$ cat config.mk
export PLATFORM = sky130hd
export DESIGN_NAME = lsu
export DESIGN_NICKNAME = d
export VERILOG_FILES = /design/src/rtl/lsu_pkg.sv /design/src/rtl/lsu_align.sv /design/src/rtl/lsu.sv
export SDC_FILE = /design/constraint.sdc
export NUM_CORES = 1
export LEC_CHECK = 0
export BUFFER_PORTS_ARGS = -buffer_cell sky130_fd_sc_hd__clkbuf_2
export CAP_MARGIN = 20
export CORE_MARGIN = 5
export CORE_UTILIZATION = 24
export CTS_CLUSTER_DIAMETER = 80
export CTS_CLUSTER_SIZE = 20
export DETAILED_ROUTE_END_ITERATION = 12
export GPL_ROUTABILITY_DRIVEN = 1
export PLACE_DENSITY = 0.55
export SYNTH_ARGS = -nofsm -noshare
export SYNTH_HDL_FRONTEND = slang
export SYNTH_SLANG_ARGS = --single-unit
export TNS_END_PERCENT = 10
$ cat constraint.sdc
create_clock -name clk -period 1.8 [get_ports clk]
set_input_delay 0.18 -clock clk [delete_from_list [all_inputs] [get_ports clk]]
set_output_delay 0.18 -clock clk [all_outputs]
set_load 0.005 [all_outputs]
$ cat src/rtl/lsu_pkg.sv
// -----------------------------------------------------------------------------
// lsu_pkg
// Shared definitions for the load-store unit:
//   - func3 access-size encodings (B, H, W, BU, HU)
//   - FSM state enum (IDLE, ACC0, ACC1, RESP)
//   - size-mask constants and the default memory-wait timeout
//   - helpers to classify a func3 value and derive its byte mask
// Optional feature macro used by the importing files: LSU_MISALIGN_SPLIT_EN
// -----------------------------------------------------------------------------
package lsu_pkg;

    // Access-size encodings on LSUfunc3
    localparam logic [2:0] F3_B  = 3'b000;
    localparam logic [2:0] F3_H  = 3'b001;
    localparam logic [2:0] F3_W  = 3'b010;
    localparam logic [2:0] F3_BU = 3'b100;
    localparam logic [2:0] F3_HU = 3'b101;

    // Byte-enable patterns for an access at offset 0
    localparam logic [3:0] MASK_B = 4'b0001;
    localparam logic [3:0] MASK_H = 4'b0011;
    localparam logic [3:0] MASK_W = 4'b1111;

    // Maximum cycles one memory access may wait for MEMready
    localparam int DEFAULT_TIMEOUT = 16;

    typedef enum logic [1:0] {
        S_IDLE = 2'd0,
        S_ACC0 = 2'd1,
        S_ACC1 = 2'd2,
        S_RESP = 2'd3
    } state_t;

    function automatic logic func3_legal(input logic [2:0] f);
        case (f)
            F3_B, F3_H, F3_W, F3_BU, F3_HU: func3_legal = 1'b1;
            default:                        func3_legal = 1'b0;
        endcase
    endfunction

    function automatic logic [3:0] size_mask(input logic [2:0] f);
        case (f)
            F3_B, F3_BU: size_mask = MASK_B;
            F3_H, F3_HU: size_mask = MASK_H;
            default:     size_mask = MASK_W;
        endcase
    endfunction

endpackage

$ cat src/rtl/lsu_align.sv
// -----------------------------------------------------------------------------
// lsu_align
// Purely combinational lane alignment shared by the store and load paths.
// Store side: shifts the write data and the size mask left by the byte offset
// into a 64-bit / 8-lane window; the low half feeds the first memory word,
// the high half the following word (only non-zero for word-crossing accesses).
// Load side: shifts the {high word, low word} pair right by the byte offset,
// truncates to the access size and sign- (B/H) or zero- (BU/HU/W) extends.
// The high-half outputs only matter when LSU_MISALIGN_SPLIT_EN is defined.
//
// Ports
//   i_func3     access size encoding
//   i_off       byte offset within the word (addr[1:0])
//   i_wdata     store data, right-justified
//   i_rword_lo  first (lower-address) read word
//   i_rword_hi  second (higher-address) read word
//   o_wdata_lo  lane-aligned store data for the first word
//   o_wdata_hi  lane-aligned store data for the following word
//   o_be_lo     byte enables for the first word
//   o_be_hi     byte enables for the following word
//   o_rdata     extended load result
// -----------------------------------------------------------------------------
module lsu_align
    import lsu_pkg::*;
(
    input  logic [2:0]  i_func3,
    input  logic [1:0]  i_off,
    input  logic [31:0] i_wdata,
    input  logic [31:0] i_rword_lo,
    input  logic [31:0] i_rword_hi,
    output logic [31:0] o_wdata_lo,
    output logic [31:0] o_wdata_hi,
    output logic [3:0]  o_be_lo,
    output logic [3:0]  o_be_hi,
    output logic [31:0] o_rdata
);

    logic [63:0] w_wdata_wide;
    logic [7:0]  w_be_wide;
    logic [31:0] w_rslice;

    assign w_wdata_wide = {32'd0, i_wdata} << {i_off, 3'b000};
    assign w_be_wide    = {4'd0, size_mask(i_func3)} << i_off;

    assign o_wdata_lo = w_wdata_wide[31:0];
    assign o_wdata_hi = w_wdata_wide[63:32];
    assign o_be_lo    = w_be_wide[3:0];
    assign o_be_hi    = w_be_wide[7:4];

    // Addressed byte lands in bits [7:0] after the right shift
    assign w_rslice = 32'({i_rword_hi, i_rword_lo} >> {i_off, 3'b000});

    always_comb begin
        case (i_func3)
            F3_B:    o_rdata = {{24{w_rslice[7]}}, w_rslice[7:0]};
            F3_H:    o_rdata = {{16{w_rslice[15]}}, w_rslice[15:0]};
            F3_BU:   o_rdata = {24'd0, w_rslice[7:0]};
            F3_HU:   o_rdata = {16'd0, w_rslice[15:0]};
            default: o_rdata = w_rslice;
        endcase
    end

endmodule

$ cat src/rtl/lsu.sv
// -----------------------------------------------------------------------------
// lsu
// Load-store unit between the execute stage and a word-wide data memory.
// Accepts one request at a time from the core, sequences it as one (or, with
// LSU_MISALIGN_SPLIT_EN, two) word accesses over a req/ready handshake, and
// returns extended load data with a one-cycle LSUdone pulse. Illegal func3,
// unsupported misalignment and memory timeouts are reported on LSUerr.
//
// Optional feature: `define LSU_MISALIGN_SPLIT_EN
//   defined   - misaligned accesses are supported; word-crossing ones are
//               split into ACC0 + ACC1
//   undefined - misaligned H/W accesses are rejected without a memory access
//
// Ports
//   clk, reset     clock (rising edge), asynchronous active-low reset
//   LSUvalid       core request, held until LSUdone
//   LSUwe          1 = store, 0 = load
//   LSUfunc3       access size (B/H/W/BU/HU)
//   LSUaddr        byte address
//   LSUwdata       store data
//   LSUrdata       extended load data, held until the next load completes
//   LSUdone        one-cycle completion pulse
//   LSUerr         fault flag, qualified by LSUdone
//   LSUbusy        high while a request is in flight (through the done cycle)
//   MEMreq/MEMwe   memory request / write
//   MEMaddr        word address (bits [1:0] always 0)
//   MEMbe          byte enables
//   MEMwdata       lane-aligned write data
//   MEMrdata       read word, valid with MEMready
//   MEMready       access complete
// -----------------------------------------------------------------------------
module lsu
    import lsu_pkg::*;
#(
    parameter int TIMEOUT = DEFAULT_TIMEOUT
) (
    input  logic        clk,
    input  logic        reset,
    input  logic        LSUvalid,
    input  logic        LSUwe,
    input  logic [2:0]  LSUfunc3,
    input  logic [31:0] LSUaddr,
    input  logic [31:0] LSUwdata,
    output logic [31:0] LSUrdata,
    output logic        LSUdone,
    output logic        LSUerr,
    output logic        LSUbusy,
    output logic        MEMreq,
    output logic        MEMwe,
    output logic [31:0] MEMaddr,
    output logic [3:0]  MEMbe,
    output logic [31:0] MEMwdata,
    input  logic [31:0] MEMrdata,
    input  logic        MEMready
);

    localparam int CNT_W = $clog2(TIMEOUT + 1);

    // FSM state
    state_t r_state;
    state_t w_state_nxt;

    // Request captured at acceptance
    logic        r_we;
    logic [2:0]  r_func3;
    logic [1:0]  r_off;
    logic [31:0] r_wdata;

    // Registered memory-side outputs and their next values
    logic        r_mem_req,   w_mem_req_nxt;
    logic        r_mem_we,    w_mem_we_nxt;
    logic [31:0] r_mem_addr,  w_mem_addr_nxt;
    logic [3:0]  r_mem_be,    w_mem_be_nxt;
    logic [31:0] r_mem_wdata, w_mem_wdata_nxt;

    // Per-access wait counter, fault flag and load result
    logic [CNT_W-1:0] r_cnt, w_cnt_nxt;
    logic             r_err, w_err_nxt;
    logic [31:0]      r_rdata, w_rdata_nxt;

`ifdef LSU_MISALIGN_SPLIT_EN
    // First word of a split load, kept until ACC1 returns the second word
    logic [31:0] r_word0, w_word0_nxt;
`endif

    // Alignment inputs: live request while idle, captured request afterwards
    logic        w_idle;
    logic [2:0]  w_func3;
    logic [1:0]  w_off;
    logic [31:0] w_wdata;
    logic [31:0] w_rword_lo;
    logic [31:0] w_rword_hi;

    logic [31:0] w_wdata_lo, w_wdata_hi;
    logic [3:0]  w_be_lo, w_be_hi;
    logic [31:0] w_rdata_ext;

    logic w_reject;
    logic w_timeout;

    assign w_idle  = (r_state == S_IDLE);
    assign w_func3 = w_idle ? LSUfunc3      : r_func3;
    assign w_off   = w_idle ? LSUaddr[1:0]  : r_off;
    assign w_wdata = w_idle ? LSUwdata      : r_wdata;

`ifdef LSU_MISALIGN_SPLIT_EN
    assign w_rword_lo = (r_state == S_ACC1) ? r_word0 : MEMrdata;
    assign w_rword_hi = MEMrdata;
    assign w_reject   = !func3_legal(LSUfunc3);
`else
    logic w_misaligned;
    logic w_unused_hi;

    assign w_rword_lo   = MEMrdata;
    assign w_rword_hi   = '0;
    assign w_misaligned = (((LSUfunc3 == F3_H) || (LSUfunc3 == F3_HU)) && LSUaddr[0]) ||
                          ((LSUfunc3 == F3_W) && (LSUaddr[1:0] != 2'b00));
    assign w_reject     = !func3_legal(LSUfunc3) || w_misaligned;
    // Second-word lanes are never needed when accesses cannot cross a word
    assign w_unused_hi  = ^{w_be_hi, w_wdata_hi};
`endif

    // Reaching the last allowed wait cycle without MEMready aborts the access
    assign w_timeout = (r_cnt == CNT_W'(TIMEOUT - 1));

    lsu_align u_align (
        .i_func3    (w_func3),
        .i_off      (w_off),
        .i_wdata    (w_wdata),
        .i_rword_lo (w_rword_lo),
        .i_rword_hi (w_rword_hi),
        .o_wdata_lo (w_wdata_lo),
        .o_wdata_hi (w_wdata_hi),
        .o_be_lo    (w_be_lo),
        .o_be_hi    (w_be_hi),
        .o_rdata    (w_rdata_ext)
    );

    // Next-state and next-output logic
    always_comb begin
        // NOTE: every variable gets its hold value first, so no path through
        // the case statement can leave one unassigned and infer a latch.
        w_state_nxt     = r_state;
        w_mem_req_nxt   = r_mem_req;
        w_mem_we_nxt    = r_mem_we;
        w_mem_addr_nxt  = r_mem_addr;
        w_mem_be_nxt    = r_mem_be;
        w_mem_wdata_nxt = r_mem_wdata;
        w_cnt_nxt       = r_cnt;
        w_err_nxt       = r_err;
        w_rdata_nxt     = r_rdata;
`ifdef LSU_MISALIGN_SPLIT_EN
        w_word0_nxt     = r_word0;
`endif

        case (r_state)
            S_IDLE: begin
                if (LSUvalid) begin
                    if (w_reject) begin
                        w_state_nxt = S_RESP;
                        w_err_nxt   = 1'b1;
                    end else begin
                        w_state_nxt     = S_ACC0;
                        w_mem_req_nxt   = 1'b1;
                        w_mem_we_nxt    = LSUwe;
                        w_mem_addr_nxt  = {LSUaddr[31:2], 2'b00};
                        w_mem_be_nxt    = w_be_lo;
                        w_mem_wdata_nxt = w_wdata_lo;
                        w_cnt_nxt       = '0;
                        w_err_nxt       = 1'b0;
                    end
                end
            end

`ifdef LSU_MISALIGN_SPLIT_EN
            S_ACC0, S_ACC1: begin
`else
            S_ACC0: begin
`endif
                if (MEMready) begin
                    w_state_nxt   = S_RESP;
                    w_mem_req_nxt = 1'b0;
                    w_cnt_nxt     = '0;
                    if (!r_we) begin
                        w_rdata_nxt = w_rdata_ext;
                    end
`ifdef LSU_MISALIGN_SPLIT_EN
                    // Word-crossing access: keep MEMreq high and move straight
                    // on to the next word, holding the first read word aside.
                    if ((r_state == S_ACC0) && (w_be_hi != 4'b0000)) begin
                        w_state_nxt     = S_ACC1;
                        w_mem_req_nxt   = 1'b1;
                        w_mem_addr_nxt  = r_mem_addr + 32'd4;
                        w_mem_be_nxt    = w_be_hi;
                        w_mem_wdata_nxt = w_wdata_hi;
                        w_word0_nxt     = MEMrdata;
                        w_rdata_nxt     = r_rdata;
                    end
`endif
                end else if (w_timeout) begin
                    w_state_nxt   = S_RESP;
                    w_mem_req_nxt = 1'b0;
                    w_cnt_nxt     = '0;
                    w_err_nxt     = 1'b1;
                end else begin
                    w_cnt_nxt = r_cnt + CNT_W'(1);
                end
            end

            // No acceptance here: a request still held high from the one just
            // completed must not be taken a second time.
            S_RESP:  w_state_nxt = S_IDLE;

            default: w_state_nxt = S_IDLE;
        endcase
    end

    // State register
    always_ff @(posedge clk or negedge reset) begin
        if (!reset) begin
            r_state <= S_IDLE;
        end else begin
            // NOTE: sequential state uses non-blocking assignments so every
            // register samples pre-edge values regardless of statement order.
            r_state <= w_state_nxt;
        end
    end

    // Datapath and memory-interface registers
    always_ff @(posedge clk or negedge reset) begin
        if (!reset) begin
            r_we        <= 1'b0;
            r_func3     <= '0;
            r_off       <= '0;
            r_wdata     <= '0;
            r_mem_req   <= 1'b0;
            r_mem_we    <= 1'b0;
            r_mem_addr  <= '0;
            r_mem_be    <= '0;
            r_mem_wdata <= '0;
            r_cnt       <= '0;
            r_err       <= 1'b0;
            r_rdata     <= '0;
`ifdef LSU_MISALIGN_SPLIT_EN
            r_word0     <= '0;
`endif
        end else begin
            if (w_idle && LSUvalid) begin
                r_we    <= LSUwe;
                r_func3 <= LSUfunc3;
                r_off   <= LSUaddr[1:0];
                r_wdata <= LSUwdata;
            end
            r_mem_req   <= w_mem_req_nxt;
            r_mem_we    <= w_mem_we_nxt;
            r_mem_addr  <= w_mem_addr_nxt;
            r_mem_be    <= w_mem_be_nxt;
            r_mem_wdata <= w_mem_wdata_nxt;
            r_cnt       <= w_cnt_nxt;
            r_err       <= w_err_nxt;
            r_rdata     <= w_rdata_nxt;
`ifdef LSU_MISALIGN_SPLIT_EN
            r_word0     <= w_word0_nxt;
`endif
        end
    end

    assign LSUrdata = r_rdata;
    assign LSUdone  = (r_state == S_RESP);
    assign LSUerr   = LSUdone && r_err;
    assign LSUbusy  = !w_idle;
    assign MEMreq   = r_mem_req;
    assign MEMwe    = r_mem_we;
    assign MEMaddr  = r_mem_addr;
    assign MEMbe    = r_mem_be;
    assign MEMwdata = r_mem_wdata;

endmodule

# Word level (Yosys, flattened, before mapping)
# Index checks and enable logic that the tools add are counted.
[totals]
out_inout_bits = 105
inputBits = 104
ff_bits = 146
elab_cells = 83
[classes]
n_reduce_logical = 23
n_mux = 26
add_sub_neg = 1
n_eq_ne = 15
shift = 3
n_bitwise = 2
[ops]
columns = ["op", "count"]
rows = [
  ["one-hot mux 32 bit (4 select lines)", 1],
  ["2-to-1 mux 32 bit", 1],
  ["<< shifter 32 x 5 -> 32 bit", 1],
  [">> shifter 32 x 5 -> 32 bit", 1],
  ["2-to-1 mux 5 bit", 4],
  ["equality test 3 bit, second input constant", 4],
  ["2-to-1 mux 2 bit", 5],
  ["one-hot mux 5 bit (2 select lines)", 1],
  ["2-to-1 mux 1 bit", 9],
  ["AND reduction 3 bit", 3],
  ["inequality test 2 bit, second input constant", 4],
  ["one-hot mux 4 bit (2 select lines)", 1],
  ["AND reduction 4 bit", 2],
  ["equality test 3 x 1 -> 1 bit, second input constant", 2],
  ["logical NOT 3 bit", 2],
  ["adder 5 x 1 -> 5 bit, second input constant", 1],
  ["equality test 5 x 4 -> 1 bit, second input constant", 1],
  ["OR reduction 5 bit", 1],
  ["logical AND 1 bit", 4],
  ["one-hot mux 1 bit (2 select lines)", 2],
  ["one-hot mux 2 bit (2 select lines)", 1],
  ["nonzero test 2 bit", 2],
  ["OR reduction 2 bit", 2],
  ["<< shifter 4 x 2 -> 4 bit", 1],
  ["10 further kinds", 14],
]

# Depth between registers and ports, before layout
# Gate-level depths: netlist (run 1).
[depth]
depth_word = 8
depth_mapped = 9
depth_no_buf = 6

# Modules after synthesis
# Synthesis (run 1) repeated with hierarchy kept, for this count alone.
[hier_totals]
hier_cells = 624
area_unflattened_um2 = 8097.8
[by_module_without_submodules]
columns = ["mod", "area_per_inst_um2", "seq_area_each_um2", "instances", "cells_per_inst"]
rows = [
  ["lsu", 6042.0, 3653.5, 1, 382],
  ["lsu_align", 2055.7, 0.0, 1, 242],
]

# Worst setup path after synthesis (run 1)
# OpenSTA, ideal clock, no wires.
[synth_path]
kind = "reg2reg"
start = "reg r_state[1]"
end = "reg r_rdata[10] (netlist: LSUrdata[10])"
path_slack_ns = -0.179
arrival_time_ns = 1.897
path_buffers = 2
path_stages_with_launch = 8
required_ns = 1.718
setup_time_ns = 0.082
synth_period_minus_slack_ns = 1.979
cell_sequence = "dfrtp_1 or3b_4 and2_1 clkbuf_2 mux2i_1 a2111o_1 buf_4 a31oi_1"
[synth_between]
elab_chain_len = 4
elab_cells_between_ends = 11
cone_classes = "4 x eq/ne; 1 x shift; 3 x mux; 3 x reduce/logical"
[synth_rtl]
columns = ["element", "line_no", "source"]
rows = [
  ["from (decl)", "lsu.sv:60", "state_t r_state;"],
  ["from (signal assigned)", "lsu.sv:225", "r_state <= w_state_nxt;"],
  ["logical NOT 2 bit", "lsu.sv:101", "assign w_idle = (r_state == S_IDLE);"],
  ["2-to-1 mux 2 bit / 2-to-1 mux 3 bit (equally long branches)", "lsu.sv:103, lsu.sv:102", ""],
  [">> shifter 32 x 5 -> 32 bit (tied with other cells)", "lsu_align.sv:51", "assign w_rslice = 32'({i_rword_hi, i_rword_lo} >> {i_off, 3'b000});"],
  ["one-hot mux 32 bit (4 select lines)", "lsu_align.sv:54", "case (i_func3)"],
  ["to (signal assigned)", "lsu.sv:261", "r_rdata <= w_rdata_nxt;"],
  ["to (decl)", "lsu.sv:79", "logic [31:0] r_rdata, w_rdata_nxt;"],
]
# Parallel ways exist; a longest one is shown, timed or not.
# A chain may end at the register's enable or synchronous reset.

# Worst setup path after layout (run 1)
[layout_path]
start = "reg r_state[1]"
end = "reg r_rdata[12] (netlist: LSUrdata[12])"
# The elaborated chain is that of the path after synthesis.

==> results.yml, run 1 <==
yosys:
  synth.area.top_cells: "dfrtp_1, mux2_2, mux2i_1, nand2_1, nor2_1"
  async_flop_share: 1.000
  synth.distinct_cells: 52
  synth_edf_count: 0
  syn_avg_cell_area_sq_um: 10.92
  syn_area_sq_um: 7161
  seq_area_frac_synth: 0.5102
  synthDominantCellAreaShare: 0.5102
  ys.flop_type: "dfrtp_1"
  yosys_register_bits: 146
  yosysTopAreaCell: "dfrtp_1"
  netlist_instances: 656
  ys.warnings.count: 0
timing:
  finalSetupViolCount: 96
  whs_ns: 0.02385
  rsz0062_at_grt: "true"
  finalHoldViolCount: 0
  fin_crit_sh: 1.176
  fin_ws_ns: -0.3170
  finalCriticalPeriod_ns: 2.117
  fmax_ghz: 0.4724
  skew_ns: 0.01266
  slew_violations: 0
floorplan:
  die-width_microns: 182.7
  row_count: 63
  die_h_microns: 182.7
  coreArea_sq_um: 29560
  io_pins: 209
  start_util: 0.2422
  die_area_sq_um: 33390
cells_and_area:
  area_growth_pct: 49.34
  finish.utilization: 0.3618
  final_net_count: 1053
  final_common_cell: "clkbuf_2"
  stdcell_area_sq_um: 10690
  drive_above_1_share: 0.4885
  mostFrequentLayoutCells: "clkbuf_2, dfrtp_1, mux2_2"
drt:
  ant_nets: 0
  via_per_inst: 4.566
  drt_iter0_drc: 258
  post-route-drc-count: 0
  drt-pass1-iter-count: 5
  vias: 6173
  met1_length_mm: 10.73
  dr_wl_met2_mm: 11.50
  wl_mm: 23.75
  wl_met3_mm: 1.048
  top_layer_used: "met4"
  wl_per_cell_microns: 17.56
clock_tree:
  cts_made_buffers: 17
  cts_tree: "built"
  cts-htree-levels: 4
  clk_path_buf_depth: 2
  clockRootBuffer: "clkbuf_16"
  clk_pin_slew_ns: 0.06
  cts_num_sinks: 146
  clk_latency_ns: 0.42
outcome:
  outcome: "complete, but fails checks"
  failed_checks: "negative setup slack"
global_route:
  grt_pass1_wl_mm: 36.79
  antenna_found_initial: 1
  grt_pass1_vias: 6403
  track_usage: 0.1392
  grt_start_max_net_pins: 44
  grt-ovfl-total: 0
power:
  powerDensity_nw_per_um2: 1892
  internal_power_w: 0.01246
  power_frac_seq: 0.293
  switching_share: 0.3839
  power_leakage_nw: 4.884
  p_switching_w: 0.007766
  combPwrFrac: 0.533
  peakVddDrop_uv: 714.1
  pwr-share-clk: 0.174
place:
  io_buffers: 206
  placed_area_sq_um: 9169
  place_congestion: 0.8900
  hpwl_mm: 17.05
critical_path:
  r2r_cells: 7
  crit_type: "reg2reg"
  cp-end-kind: "flop"
  cp_max_fo: 7
  critPathRequiredTime_ns: 2.13
  startpoint_type: "flop"
  worstPathArrival_ns: 2.45
worst_hold_path:
  hold-path-cell-count: 2
  hold_class: "in2reg"
flow_run:
  drv_cap: 0
critical path, cell delays in order, from the launching register on:
cell,delay (ns)
dfrtp_2,0.44
or3b_4,0.42
and2_4,0.17
mux2i_2,0.16
a2111o_1,0.45
buf_6,0.16
buf_12,0.13
a31oi_1,0.13
synthesized netlist by cell type, drive strengths merged (7+ instances only):
master and number:
a211oi 10, a21oi 32, a311oi 8, a31oi 26, a32oi 7, and2 7
and3 7, buf 34, clkbuf 20, dfrtp 146, mux2 99, mux2i 32
nand2 70, nand2b 11, nor2 54, o21ai 33, o31a 9, o31ai 8
kinds of logic (layout without fill, tap and decap cells):
group / after synthesis / in the layout / share of synthesized area
DFF: 146 / 146 / 0.5102
and+or+nand+nor: 171 / 171 / 0.1111
other: 1 / 4 / 0.0005237
buffers and inverters: 57 / 360 / 0.03931
AOI/OAI and AO/OA: 149 / 149 / 0.1366
muxes: 131 / 131 / 0.2004
adders and majority gates: 1 / 1 / 0.001747
state kept, by name, summed over array words and instances, names as in the netlist:
name / flops
r_cnt: 5
MEMbe: 4
r_func3: 3
MEMwe: 1
MEMaddr: 30
r_wdata: 32
r_we: 1
r_err: 1
LSUrdata: 32
r_off: 2
MEMwdata: 32
MEMreq: 1
r_state: 2
power groups by stage:
stage	clock network (W)	registers [W]	logic (W)
floorplan	0	0.00577	0.00529
global placement	0	0.00592	0.00923
detailed placement	0	0.00597	0.00933
CTS	0.00365	0.00592	0.0101
global route	0.00380	0.00612	0.0117
finish	0.00352	0.00593	0.0108
per-layer routing:
layer  GRT usage  vias up
met3     0.02261       23
met2      0.2319      170
met5           0        -
li1            -     2949
met4     0.04263        0
met1      0.1867     3031
per-stage QoR:
step / instances / TNS (ns) / total power, W / setup WS (ns)
after floorplan: 657 / -5.493 / 0.01107 / -0.1787
after global placement: 1267 / -15.71 / 0.01515 / -0.2966
after detailed placement: 1267 / -18.34 / 0.01530 / -0.3565
after CTS: 1348 / -15.33 / 0.01963 / -0.2638
after global routing: 1351 / -23.46 / 0.02164 / -0.3678
final: 1352 / -13.56 / 0.02023 / -0.3170
path summary, 6_finish.rpt:
path,endpoint,from,slack (ns)
min reg2reg,LSUrdata[7],LSUrdata[7],0.48
min in group asynchronous,LSUrdata[16],reset,0.27
max in group asynchronous,r_wdata[19],reset,0.90
max reg2reg,LSUrdata[12],r_state[1],-0.32
min,r_wdata[19],LSUwdata[19],0.02
max,LSUrdata[12],r_state[1],-0.32
what timing repair did:
item	in CTS	in global routing
hold buffers	42	0
setup buffers	7	4
pin swaps	9	15
setup endpoints to repair	126	142
gates cloned	1	0
gates resized for setup	40	61
hold endpoints to repair	80	0
cell type report:
type / instances / area [sq um]
Fill cell: 2944 / 18870
Antenna cell: 2 / 5.005
Inverter: 3 / 13.76
Multi-Input combinational cell: 454 / 3558
Tap cell: 390 / 488.0
Clock inverter: 12 / 122.6
Timing Repair Buffer: 326 / 2397
Clock buffer: 19 / 452.9
Sequential cell: 146 / 3656
No activity file was read; power rests on OpenSTA's default activity.
==> inputs of run 2 (changes only) <==
Settings changed: PLACE_DENSITY 0.55 to 0.45.
==> run 2 against run 1 <==
The run still ends with negative setup slack left. Worst hold slack improved by 0.0018 ns. Final area fell by 1.2%. Clock skew grew 0.00056 ns. Non-clock buffer count rose by 6. Global-route usage is 0.27 points higher. Clock-buffer cell count shrank 2. Combinational power about the same. Flip-flop and latch count unchanged. Critical path type unchanged. Largest cell class unchanged.
==> results.yml, run 2 (same netlist as run 1, synthesis figures left out) <==
outcome:
  outcome: "complete, but fails checks"
  failed_checks: "negative setup slack"
global_route:
  antenna_found_initial: 1
  grt-ovfl-total: 0
  grt_start_max_net_pins: 40
  track_usage: 0.1419
  grt_pass1_wl_mm: 37.05
  grt_pass1_vias: 6246
drt:
  wl_mm: 23.95
  via_per_inst: 4.570
  wl_per_cell_microns: 17.65
  ant_nets: 0
  drt_iter0_drc: 261
  drt-pass1-iter-count: 4
  post-route-drc-count: 0
  vias: 6202
timing:
  fin_setup_tns_ns: -9.994
  finalHoldViolCount: 0
  finalCriticalPeriod_ns: 2.111
  skew_ns: 0.01322
  fin_ws_ns: -0.3114
  finalSetupViolCount: 63
  slew_violations: 0
  fmax_ghz: 0.4736
  rsz0062_at_grt: "true"
  fin_crit_sh: 1.173
critical_path:
  r2r_cells: 6
  worstPathArrival_ns: 2.43
  critPathRequiredTime_ns: 2.12
  cp-end-kind: "flop"
  crit_type: "reg2reg"
  r2r_setup_slack_ns: -0.31
  startpoint_type: "flop"
  cp_max_fo: 5
cells_and_area:
  multiInputGateArea_sq_um: 3481
  instances_no_fill: 1357
  area_growth_pct: 47.56
  final_common_cell: "clkbuf_2"
  mostFrequentLayoutCells: "clkbuf_2, dfrtp_1, mux2_2"
  fill_cells: 3013
  final_net_count: 1059
  drive_above_1_share: 0.4850
  finish.utilization: 0.3575
  antennaDiodeCount: 0
  seqCellArea_sq_um: 3656
place:
  dp_slack_ns: -0.3271
  hpwl_mm: 17.36
  io_buffers: 206
  post-place-cells: 1275
  place_congestion: 0.8387
power:
  powerDensity_nw_per_um2: 1913
  pwr-share-clk: 0.179
  switching_share: 0.3858
  p_switching_w: 0.007797
  power_leakage_nw: 4.889
  internal_power_w: 0.01242
  peakVddDrop_uv: 848.1
  power.total_w: 0.02021
  power_frac_seq: 0.292
  combPwrFrac: 0.530
clock_tree:
  clk_pin_slew_ns: 0.07
  cts_num_sinks: 146
  cts-htree-levels: 4
  cts_tree: "built"
  cts_made_buffers: 17
  clockRootBuffer: "clkbuf_16"
  clk_latency_ns: 0.42
  clk_path_buf_depth: 2
floorplan:
  start_util: 0.2422
  die-width_microns: 182.7
  row_count: 63
  io_pins: 209
  coreArea_sq_um: 29560
  die_area_sq_um: 33390
  die_h_microns: 182.7
worst_hold_path:
  hold-path-cell-count: 2
  hold_class: "in2reg"
flow_run:
  drv_cap: 0
## run 2: cell types whose count changed in the layout (fill, tap and decap cells not counted), sizes merged
cell,delta
inv,+6
clkbuf,-2
clkinv,-3
bufbuf,+1
buf,+5
diode,-2
## run 2: power groups by stage
stage	registers (W)	clock network, W	logic, W
6_report	0.00590	0.00361	0.0107
2_1_floorplan	0.00577	0	0.00529
4_1_cts	0.00591	0.00375	0.0102
3_3_place_gp	0.00592	0	0.00947
3_5_place_dp	0.00595	0	0.00949
5_1_grt	0.00609	0.00389	0.0117
## run 2: path summary, 6_finish.rpt
check                             from      endpoint
max reg2reg                 r_state[1]  LSUrdata[23]
min reg2reg                   MEMbe[3]      MEMbe[3]
max                         r_state[1]  LSUrdata[23]
min                        LSUwdata[4]    r_wdata[4]
min in group asynchronous        reset   MEMaddr[14]
max in group asynchronous        reset   MEMaddr[29]
## run 2: timing repair
item                                   CTS  global route
hold buffers                            41             1
setup endpoints to repair              138           129
setup buffers                            2             5
pin swaps                                5             6
endpoints found under the hold margin   74             1
cloned                                   1             0
gates resized for setup                 42            37
## run 2: layout make-up
class | instances | share of cell area
Clock buffer | 17 | 0.04026
Multi-Input combinational cell | 454 | 0.3294
Sequential cell | 146 | 0.3460
Tap cell | 390 | 0.04618
Inverter | 3 | 0.001066
Clock inverter | 15 | 0.01516
Timing Repair Buffer | 332 | 0.2219
## run 2: worst max-delay path, cell delays in order (launching register included)
cell and delay [ns]:
dfrtp_2 0.47, or3b_4 0.45, nand2_4 0.13, mux2i_2 0.09, a2111o_1 0.51, buf_6 0.16, a41oi_4 0.22
## run 2: layer usage
metal	global-route usage	vias to the layer above	wire length, microns
li1	-	2965	-
met1	0.1911	3062	10840
met2	0.2354	148	11630
met3	0.02955	25	1061
met4	0.03362	2	402
met5	0	-	13
## run 2: through the flow
stage / instance area [sq um] / hold WS (ns)
after floorplan: 7164 / -0.1156
after global placement: 9166 / 0.1391
after detailed placement: 9166 / 0.1450
after CTS: 10340 / 0.001324
after global routing: 10570 / 0.001146
final: 10570 / 0.02566
==> inputs of run 3 (changes only) <==
Settings changed: CTS_BUF_LIST set to sky130_fd_sc_hd__clkbuf_8.
==> run 3 against run 2 <==
The run still ends with negative setup slack left. Worst setup slack improved by 0.060 ns. Clock-buffer cell count unchanged. Combinational power decreased by 4%. Flip-flop and latch count unchanged. Clock power decreased by 25%. Sequential share of layout area increased by 0.48 points. Core utilization decreased by 0.49 points. Routed wire length decreased by 0.91%. Clock skew increased by 0.0053 ns. Largest cell class unchanged.
==> results.yml, run 3 (same netlist as run 1, synthesis figures left out) <==
global_route:
  track_usage: 0.1411
  grt_pass1_vias: 6300
  grt_start_max_net_pins: 40
  antenna_found_initial: 1
  grt-ovfl-total: 0
  grt_pass1_wl_mm: 36.97
cells_and_area:
  final_net_count: 1071
  seqCellArea_sq_um: 3656
  fill_cells: 3017
  area_growth_pct: 45.53
  finish.utilization: 0.3526
  drive_above_1_share: 0.4637
  antennaDiodeCount: 0
  final_common_cell: "clkbuf_2"
  multiInputGateArea_sq_um: 3451
  mostFrequentLayoutCells: "clkbuf_2, dfrtp_1, mux2_2"
  instances_no_fill: 1369
power:
  peakVddDrop_uv: 606.6
  pwr-share-clk: 0.142
  power_frac_seq: 0.312
  combPwrFrac: 0.545
  p_switching_w: 0.007538
  powerDensity_nw_per_um2: 1809
  power_leakage_nw: 4.808
  internal_power_w: 0.01131
  switching_share: 0.3999
timing:
  skew_ns: 0.01855
  rsz0062_at_grt: "true"
  finalSetupViolCount: 58
  fin_ws_ns: -0.2511
  fin_setup_tns_ns: -8.451
  finalHoldViolCount: 0
  whs_ns: 0.03931
  slew_violations: 0
  fin_crit_sh: 1.139
  fmax_ghz: 0.4875
  finalCriticalPeriod_ns: 2.051
clock_tree:
  clk_pin_slew_ns: 0.09
  cts-htree-levels: 4
  clk_path_buf_depth: 2
  cts_made_buffers: 17
  clockRootBuffer: "clkbuf_8"
  clk_latency_ns: 0.45
  cts_num_sinks: 146
  cts_tree: "built"
drt:
  drt-pass1-iter-count: 4
  vias: 6213
  drt_iter0_drc: 274
  wl_mm: 23.73
  post-route-drc-count: 0
  ant_nets: 0
  via_per_inst: 4.538
  wl_per_cell_microns: 17.34
critical_path:
  path_delay_family: "simple AND/OR/NAND/NOR gates"
  startpoint_type: "flop"
  crit_type: "reg2reg"
  cp_max_fo: 5
  worstPathCellList: "or3b_4 -> and2_4 -> mux2i_1 -> a2111o_1 -> buf_4 -> a41oi_4"
  cpMaxStageDelayCell: "dfrtp_2"
  worst-path-buf-inv: 1
  cpPeakStageDelay_ns: 0.47
  worstPathArrival_ns: 2.40
  critPathRequiredTime_ns: 2.15
  cp-end-kind: "flop"
outcome:
  failed_checks: "negative setup slack"
  outcome: "complete, but fails checks"
place:
  place_congestion: 0.8387
  hpwl_mm: 17.36
  io_buffers: 206
  dp_slack_ns: -0.3271
  post-place-cells: 1275
floorplan:
  die_h_microns: 182.7
  row_count: 63
  io_pins: 209
  die-width_microns: 182.7
  die_area_sq_um: 33390
  start_util: 0.2422
  coreArea_sq_um: 29560
worst_hold_path:
  hold_class: "in2reg"
flow_run:
  drv_cap: 0
==> run 3: cell count changes in the layout (fill, tap and decap cells not counted), sizes merged <==
| cell | delta |
|---|---|
| buf | -4 |
| bufbuf | -1 |
| dlygate4sd3 | +17 |
==> run 3: repair_timing <==
item	4_1_cts	5_1_grt
endpoints found under the setup margin	138	128
hold endpoints to repair	93	0
pin swaps	3	3
gates resized for setup	29	25
setup buffers	0	3
hold buffers	59	0
==> run 3: worst reg2reg max path, stage by stage, from the launching register on <==
cell      delay [ns]
dfrtp_2         0.47
or3b_4          0.44
and2_4          0.16
mux2i_1         0.13
a2111o_1        0.44
buf_4           0.17
a41oi_4         0.15
==> run 3: layer usage <==
layer | routed length (microns) | part of all wire | global-route usage
met2 | 11590 | 0.49 | 0.2380
met3 | 1039 | 0.044 | 0.02797
met5 | 13 | 0.00055 | 0
met4 | 249 | 0.010 | 0.02522
met1 | 10840 | 0.46 | 0.1912
==> run 3: power by group through the flow <==
stage,sequential (W),clock (W),combinational (W)
2_1_floorplan,0.00577,0,0.00529
3_3_place_gp,0.00592,0,0.00947
3_5_place_dp,0.00595,0,0.00949
4_1_cts,0.00590,0.00281,0.00996
5_1_grt,0.00609,0.00295,0.0113
6_report,0.00589,0.00269,0.0103
==> run 3: cell type report <==
class | count | share of cell area
Timing Repair Buffer | 344 | 0.2323
Clock inverter | 15 | 0.01537
Inverter | 3 | 0.001081
Multi-Input combinational cell | 454 | 0.3311
Tap cell | 390 | 0.04682
Clock buffer | 17 | 0.02245
Sequential cell | 146 | 0.3508
==> run 3: final timing paths <==
kind                                   from      endpoint  slack [ns]  cells past startpoint
worst max-delay path             r_state[1]  LSUrdata[23]       -0.25                      6
worst min-delay path            LSUwdata[8]    r_wdata[8]        0.04                      2
worst max register to register   r_state[1]  LSUrdata[23]       -0.25                      6
worst min register to register     MEMbe[3]      MEMbe[3]        0.47                      2
max in group asynchronous             reset   MEMaddr[19]        0.93                      3
min in group asynchronous             reset  LSUrdata[12]        0.22                      2
==> run 3: metrics by stage <==
stage	instance area [sq um]	power, W
floorplan	7164	0.01107
global placement	9166	0.01539
detailed placement	9166	0.01544
CTS	10250	0.01867
global route	10420	0.02032
finish	10420	0.01885
